===== config.mk =====
export PLATFORM = sky130hd
export DESIGN_NAME = tick_divider
export DESIGN_NICKNAME = d
export VERILOG_FILES = /design/src/rtl/tick_divider_pkg.sv /design/src/rtl/tick_divider_channel.sv /design/src/rtl/tick_divider.sv
export SDC_FILE = /design/constraint.sdc
export NUM_CORES = 1
export LEC_CHECK = 0
export BUFFER_PORTS_ARGS = -buffer_cell sky130_fd_sc_hd__buf_2
export CORE_UTILIZATION = 34
export CTS_CLUSTER_SIZE = 40
export DETAILED_ROUTE_END_ITERATION = 10
export SYNTH_ARGS = -nofsm -noshare
export SYNTH_HDL_FRONTEND = slang
export SYNTH_SLANG_ARGS = --single-unit
export TNS_END_PERCENT = 20

===== constraint.sdc =====
create_clock -name clk -period 3.4 [get_ports clk]
set_clock_uncertainty 0.1 [all_clocks]
set_input_delay 0.34 -clock clk [delete_from_list [all_inputs] [get_ports clk]]
set_output_delay 0.34 -clock clk [all_outputs]
set_load 0.005 [all_outputs]

===== src/rtl/tick_divider_pkg.sv =====
// Shared types and helpers for the multi-channel tick divider.
package tick_divider_pkg;

    typedef enum logic {
        IDLE = 1'b0,
        RUN  = 1'b1
    } ch_state_t;

    localparam int MAX_CHANNELS  = 16;
    localparam int MIN_DIV_WIDTH = 2;
    localparam int MAX_DIV_WIDTH = 32;

    // Channel-select width; a single channel still gets a 1-bit select.
    function automatic int chan_width(input int n);
        return (n > 1) ? $clog2(n) : 1;
    endfunction

endpackage


===== src/rtl/tick_divider_channel.sv =====
// One divider channel: IDLE/RUN FSM, down-counter, active/shadow divisor.
// Optional TICK_DIVIDER_SYNC_EN adds a phase-aligning sync_restart input.
module tick_divider_channel
    import tick_divider_pkg::*;
#(
    parameter int DivWidth     = 16,
    parameter int ResetDivisor = 10
) (
    input  logic                clk,
    input  logic                reset,
    input  logic                enable,
`ifdef TICK_DIVIDER_SYNC_EN
    input  logic                sync_restart,
`endif
    input  logic                wr,
    input  logic [DivWidth-1:0] wr_divisor,
    output logic                tick,
    output logic                clk_out,
    output logic                running,
    output logic                pending
);

    localparam logic [DivWidth-1:0] RESET_DIV = DivWidth'(ResetDivisor);
    localparam logic [DivWidth-1:0] ONE       = DivWidth'(1);

    ch_state_t           state, state_n;
    logic [DivWidth-1:0] cnt, cnt_n;
    logic [DivWidth-1:0] active, active_n;
    logic [DivWidth-1:0] shadow, shadow_n;
    logic [DivWidth-1:0] eff;
    logic                pending_n, tick_n, clk_out_n;
    logic                restart;

`ifdef TICK_DIVIDER_SYNC_EN
    assign restart = sync_restart;
`else
    assign restart = 1'b0;
`endif

    assign running = (state == RUN);

    always_ff @(posedge clk) begin
        if (reset) begin
            state   <= IDLE;
            cnt     <= '0;
            active  <= RESET_DIV;
            shadow  <= RESET_DIV;
            pending <= 1'b0;
            tick    <= 1'b0;
            clk_out <= 1'b0;
        end else begin
            state   <= state_n;
            cnt     <= cnt_n;
            active  <= active_n;
            shadow  <= shadow_n;
            pending <= pending_n;
            tick    <= tick_n;
            clk_out <= clk_out_n;
        end
    end

    always_comb begin
        state_n   = state;
        cnt_n     = cnt;
        active_n  = active;
        shadow_n  = shadow;
        pending_n = pending;
        tick_n    = 1'b0;
        clk_out_n = clk_out;
        eff       = wr ? wr_divisor : active;
        case (state)
            IDLE: begin
                active_n = eff;
                if (enable && (eff != '0)) begin
                    state_n = RUN;
                    cnt_n   = eff - ONE;
                end
            end
            RUN: begin
                if (!enable) begin
                    // Leaving RUN folds any outstanding update into active so it is not lost.
                    state_n   = IDLE;
                    cnt_n     = '0;
                    active_n  = wr ? wr_divisor : (pending ? shadow : active);
                    pending_n = 1'b0;
                end else begin
                    if (wr) begin
                        shadow_n  = wr_divisor;
                        pending_n = 1'b1;
                    end
                    if (restart) begin
                        cnt_n     = active - ONE;
                        clk_out_n = 1'b0;
                    end else if (cnt == '0) begin
                        if (pending && (shadow == '0)) begin
                            state_n   = IDLE;
                            active_n  = shadow;
                            pending_n = 1'b0;
                        end else if (pending) begin
                            active_n  = shadow;
                            pending_n = 1'b0;
                            cnt_n     = shadow - ONE;
                            tick_n    = 1'b1;
                            clk_out_n = !clk_out;
                        end else begin
                            cnt_n     = active - ONE;
                            tick_n    = 1'b1;
                            clk_out_n = !clk_out;
                        end
                    end else begin
                        cnt_n = cnt - ONE;
                    end
                end
            end
            default: state_n = IDLE;
        endcase
    end

endmodule


===== src/rtl/tick_divider.sv =====
// Multi-channel programmable tick divider: channel array, cfg decode, cfg_ready mux.
// Optional TICK_DIVIDER_SYNC_EN adds sync_restart for phase alignment.
module tick_divider
    import tick_divider_pkg::*;
#(
    parameter int NumChannels  = 4,
    parameter int DivWidth     = 16,
    parameter int ResetDivisor = 10
) (
    input  logic                                 clk,
    input  logic                                 reset,
`ifdef TICK_DIVIDER_SYNC_EN
    input  logic                                 sync_restart,
`endif
    input  logic [NumChannels-1:0]               enable,
    input  logic                                 cfg_valid,
    output logic                                 cfg_ready,
    input  logic [chan_width(NumChannels)-1:0]   cfg_channel,
    input  logic [DivWidth-1:0]                  cfg_divisor,
    output logic [NumChannels-1:0]               tick,
    output logic [NumChannels-1:0]               clk_out,
    output logic [NumChannels-1:0]               running
);

    localparam int ChW    = chan_width(NumChannels);
    localparam int NumSel = 2 ** ChW;

    logic [NumChannels-1:0] pend;
    logic [NumChannels-1:0] wr;
    logic [NumSel-1:0]      pend_ext;

    // Unused select codes read as never-pending so such writes are accepted and dropped.
    for (genvar g = 0; g < NumSel; g++) begin : g_pend
        if (g < NumChannels) begin : g_real
            assign pend_ext[g] = pend[g];
        end else begin : g_pad
            assign pend_ext[g] = 1'b0;
        end
    end

    assign cfg_ready = !pend_ext[cfg_channel];

    for (genvar g = 0; g < NumChannels; g++) begin : g_ch
        assign wr[g] = cfg_valid && cfg_ready && (cfg_channel == ChW'(g));

        tick_divider_channel #(
            .DivWidth    (DivWidth),
            .ResetDivisor(ResetDivisor)
        ) u_ch (
            .clk         (clk),
            .reset       (reset),
            .enable      (enable[g]),
`ifdef TICK_DIVIDER_SYNC_EN
            .sync_restart(sync_restart),
`endif
            .wr          (wr[g]),
            .wr_divisor  (cfg_divisor),
            .tick        (tick[g]),
            .clk_out     (clk_out[g]),
            .running     (running[g]),
            .pending     (pend[g])
        );
    end

endmodule

==> summary.txt <==
Timing
  • Final slew viol count: 0
  • RSZ-0062 raised after global routing: false
  • Final Setup Violations: 0
  • Final Hold Vio Count: 0
  • Setup_tns: 0 ns
  • Slew margin rel.: 0.3306
  • F_max: 315.3 MHz
  • Final min period: 3.172 ns
  • WHS: 0.03011 ns
  • Slew @ Worst Pin: 1.004 ns
  • Period utilisation layout: 0.9329

Yosys
  • Post-synth top area share: 0.2685
  • Distinct cells, synth: 103
  • Register bit total from synthesis: 208
  • Fraction of registers with async set/reset: 0
  • Post-synth top area cell: dfxtp_1
  • Mapped Nets: 2,063
  • Cells after Synth: 2,026
  • Ys Warns: 0
  • Post-synthesis sequential area ratio: 0.2685
  • Mean post-synth cell area: 7.656 sq um
  • Dominant synthesized flop cell: dfxtp_1
  • Netlist Area Pre-Place: 15,510 sq um
  • Top post-synthesis cells by area: dfxtp_1, nand2_1, a21oi_1
  • Number of synthesized flops with an enable pin: 0

Critical path
  • Worst reg2reg startpoint: g_ch[2].u_ch.pending
  • Slowest-stage cell, CP: dfxtp_1
  • CP endpoint kind: register
  • Critical Path Start Type: register
  • Slowest stage delay, CP: 0.61 ns
  • Worst Path Max Fanout: 23
  • Critical path arrival: 3.54 ns
  • Reg-to-reg critical path endpoint: g_ch[2].u_ch.cnt[9]
  • Setup CP Type: reg -> reg
  • R2R setup slack: 0.23 ns
  • Worst Reg-to-Reg Cells: 9
  • Cell mode on critical path: buf_4
  • Crit-path cells: buf_4 > nor4b_1 > buf_4 > nand3_1 > nor4_1 > a21oi_1 > a31oi_4 > a31oi_1 > a211oi_1
  • CP required: 3.76 ns

Drt
  • Detailed Routing Iterations Pass 1: 5
  • DRC viols: 0
  • Vias per cell: 6.250
  • Initial DRC count: 1,916
  • Routed vias: 16.47k
  • Average wire per standard cell: 22.31 um
  • DRT Wirelength: 58,770 um
  • Antenna viol nets, final: 0

Hold path
  • Hold Path Class: in -> reg
  • WHS Endpoint: g_ch[2].u_ch.shadow[11]
  • HP Start: cfg_divisor[11]
  • Worst hold path depth: 3

Floorplanning
  • Initial core utilization: 0.3477
  • Core ar.: 44,610 sq um
  • I/O pins: 38
  • Die Span Y: 215.6 um
  • Die Wd: 215.6 um
  • Die ar.: 46,480 sq um
  • Rows: 77

Power
  • Static Leakage: 6.142 nW
  • Switching Fraction: 0.3485
  • Sequential fraction of design power: 0.365
  • Power Density: 444.7 nW/um^2
  • Pwr Total: 7.703 mW
  • Combinational Power Share: 0.279
  • Internal: 5.018 mW
  • Maximum vdd drop: 266.1 uV
  • Switching Power: 2.684 mW
  • Clock Power Share: 0.357

Run
  • Max-cap viol count: 0

Global routing
  • Met1 Usage GRT: 0.3466
  • Busiest layer in global routing: met2
  • Vias in the first global route: 15.32k
  • Met2 track demand over resource: 0.3768
  • Grt met3 use: 0.03087
  • GRT overflow: 0
  • Initial antenna violation count: 2
  • Largest net degree at the start of global routing: 120
  • First-pass GRT wire length: 91,360 um
  • Global-route usage over all layers: 0.2459

Clocking
  • CTS sink count: 208
  • CTS tree: built
  • CTS clk-pin slew, worst paths: 0.06 ns
  • H-tree Lvls: 1
  • Clock Path Buffers: 3
  • Clock Latency Late Sink: 0.56 ns
  • Cts bufs inserted: 26
  • Post-CTS Setup Repair Bufs: 0
  • Root Buffer: clkbuf_16

Placed design
  • Hpwl dp: 41,390 um
  • Area after DPL: 16,490 sq um
  • Port Buffers: 37
  • # placed instances: 2,589
  • GP Congestion: 0.9453

Cells and area
  • Finished Cell Area: 17,320 sq um
  • N_diodes: 0
  • Non-Filler Instances: 2,635
  • Share of post-route cells with drive strength above 1: 0.1532
  • Area Growth Syn to Fin: 11.68%
  • Layout Nets: 2,063

Status
  • Status: complete, no violations
-- metrics by stage --
| stage | setup slack, ns | util |
|---|---|---|
| 2_1_floorplan | 0.04880 | - |
| 3_3_place_gp | 0.2202 | 0.3697 |
| 3_5_place_dp | 0.2023 | 0.3697 |
| 4_1_cts | 0.3043 | 0.3883 |
| 5_1_grt | 0.02162 | 0.3883 |
| 6_report | 0.2280 | 0.3883 |
-- power by group through the flow --
stage	clock network, mW	registers [mW]	logic, mW
global placement	0	2.84	2.06
global route	2.90	2.83	2.32
CTS	2.79	2.80	2.10
finish	2.75	2.81	2.15
floorplan	0	2.77	1.53
detailed placement	0	2.85	2.09
-- cell usage in the layout (no fill, tap or decap), types with 36 or more instances in the layout --
cell type	netlist	layout
xnor2_1	54	54
mux2i_1	63	63
xor2_1	57	57
a21oi_1	170	170
mux2_2	62	62
buf_4	19	103
buf_2	42	36
a211oi_1	76	76
o22ai_1	56	56
o21ai_0	43	43
nand3_1	43	43
nand2_1	247	247
dfxtp_1	208	208
a31oi_1	42	42
nor3_1	95	95
nor2_1	212	212
-- cells in the mapped netlist, types with 8 or more instances --
| cell | n |
|---|---|
| a2111oi_0 | 10 |
| a32oi_1 | 11 |
| o21a_1 | 11 |
| o211ai_1 | 30 |
| a311oi_1 | 16 |
| o21ai_1 | 8 |
| and2_1 | 10 |
| mux2_2 | 62 |
| a211oi_1 | 76 |
| buf_2 | 42 |
| a211oi_2 | 9 |
| dfxtp_1 | 208 |
| nor3_1 | 95 |
| o21ai_0 | 43 |
| nor4_1 | 30 |
| nand3_1 | 43 |
| buf_4 | 19 |
| xor2_1 | 57 |
| xnor2_1 | 54 |
| a31oi_1 | 42 |
| nor2_1 | 212 |
| nand2_1 | 247 |
| nand4_1 | 22 |
| a21oi_1 | 170 |
| or3_1 | 22 |
| inv_1 | 26 |
| ha_1 | 12 |
| and3_1 | 8 |
| a221oi_1 | 13 |
| a21o_1 | 8 |
| buf_1 | 12 |
| clkbuf_1 | 94 |
| o22ai_1 | 56 |
| mux2i_1 | 63 |
| a211o_1 | 11 |
-- routing by layer --
| metal | vias up | wire length, um |
|---|---|---|
| met5 | - | 28 |
| met4 | 4 | 2157 |
| li1 | 7543 | - |
| met3 | 150 | 4628 |
| met1 | 7979 | 26260 |
| met2 | 794 | 25700 |
-- critical path, delay by kind of cell (launching register included) --
kind	cells	cell delay [ns]
buffers and inverters	2	0.59
DFF	1	0.61
AOI/OAI and AO/OA	4	0.98
and+or+nand+nor	3	0.78
-- how the worst max path moves through the flow --
stage,slack [ns],to,depth (start not counted),startpoint
5_1_grt,0.02,g_ch[2].u_ch.cnt[10],9,g_ch[2].u_ch.pending
3_3_place_gp,0.22,g_ch[0].u_ch.cnt[6],12,cfg_channel[1]
3_5_place_dp,0.20,g_ch[0].u_ch.cnt[6],12,cfg_channel[1]
6_report,0.23,g_ch[2].u_ch.cnt[9],9,g_ch[2].u_ch.pending
4_1_cts,0.30,g_ch[2].u_ch.cnt[9],9,g_ch[2].u_ch.pending
2_1_floorplan,0.05,g_ch[0].u_ch.cnt[3],13,cfg_channel[1]
-- area by class of cell --
class                           instances  area, sq um
Fill cell                            4612        27280
Multi-Input combinational cell       1618        10460
Sequential cell                       208         4164
Timing Repair Buffer                  144         1035
Clock buffer                           34        742.0
Tap cell                              592        740.7
Inverter                               28        105.1
Clock inverter                         11        80.08
-- kinds of logic (layout without fill, tap and decap cells) --
group                    after synthesis  count (layout)  share of synthesized area
AO/OA/AOI/OAI                        599             599                     0.2695
flip-flops                           208             208                     0.2685
XOR/XNOR                             111             111                    0.06268
multiplexers                         126             126                    0.08712
AND/OR/NAND/NOR                      770             770                     0.2438
buffers and inverters                200             217                    0.05880
adder cells (fa/ha/maj)               12              12                   0.009680
-- registers in the layout, summed over array words and instances (netlist names) --
signal,cells
g_ch.u_ch.shadow,64
g_ch.u_ch.active,64
g_ch.u_ch.running,4
g_ch.u_ch.cnt,64
g_ch.u_ch.clk_out,4
g_ch.u_ch.pending,4
g_ch.u_ch.tick,4
-- what timing repair did --
item / 4_1_cts / 5_1_grt
endpoints found under the hold margin: 2 / 0
hold buffers: 1 / 0
resized for setup: 0 / 0
(Power assumes the default switching activity.)
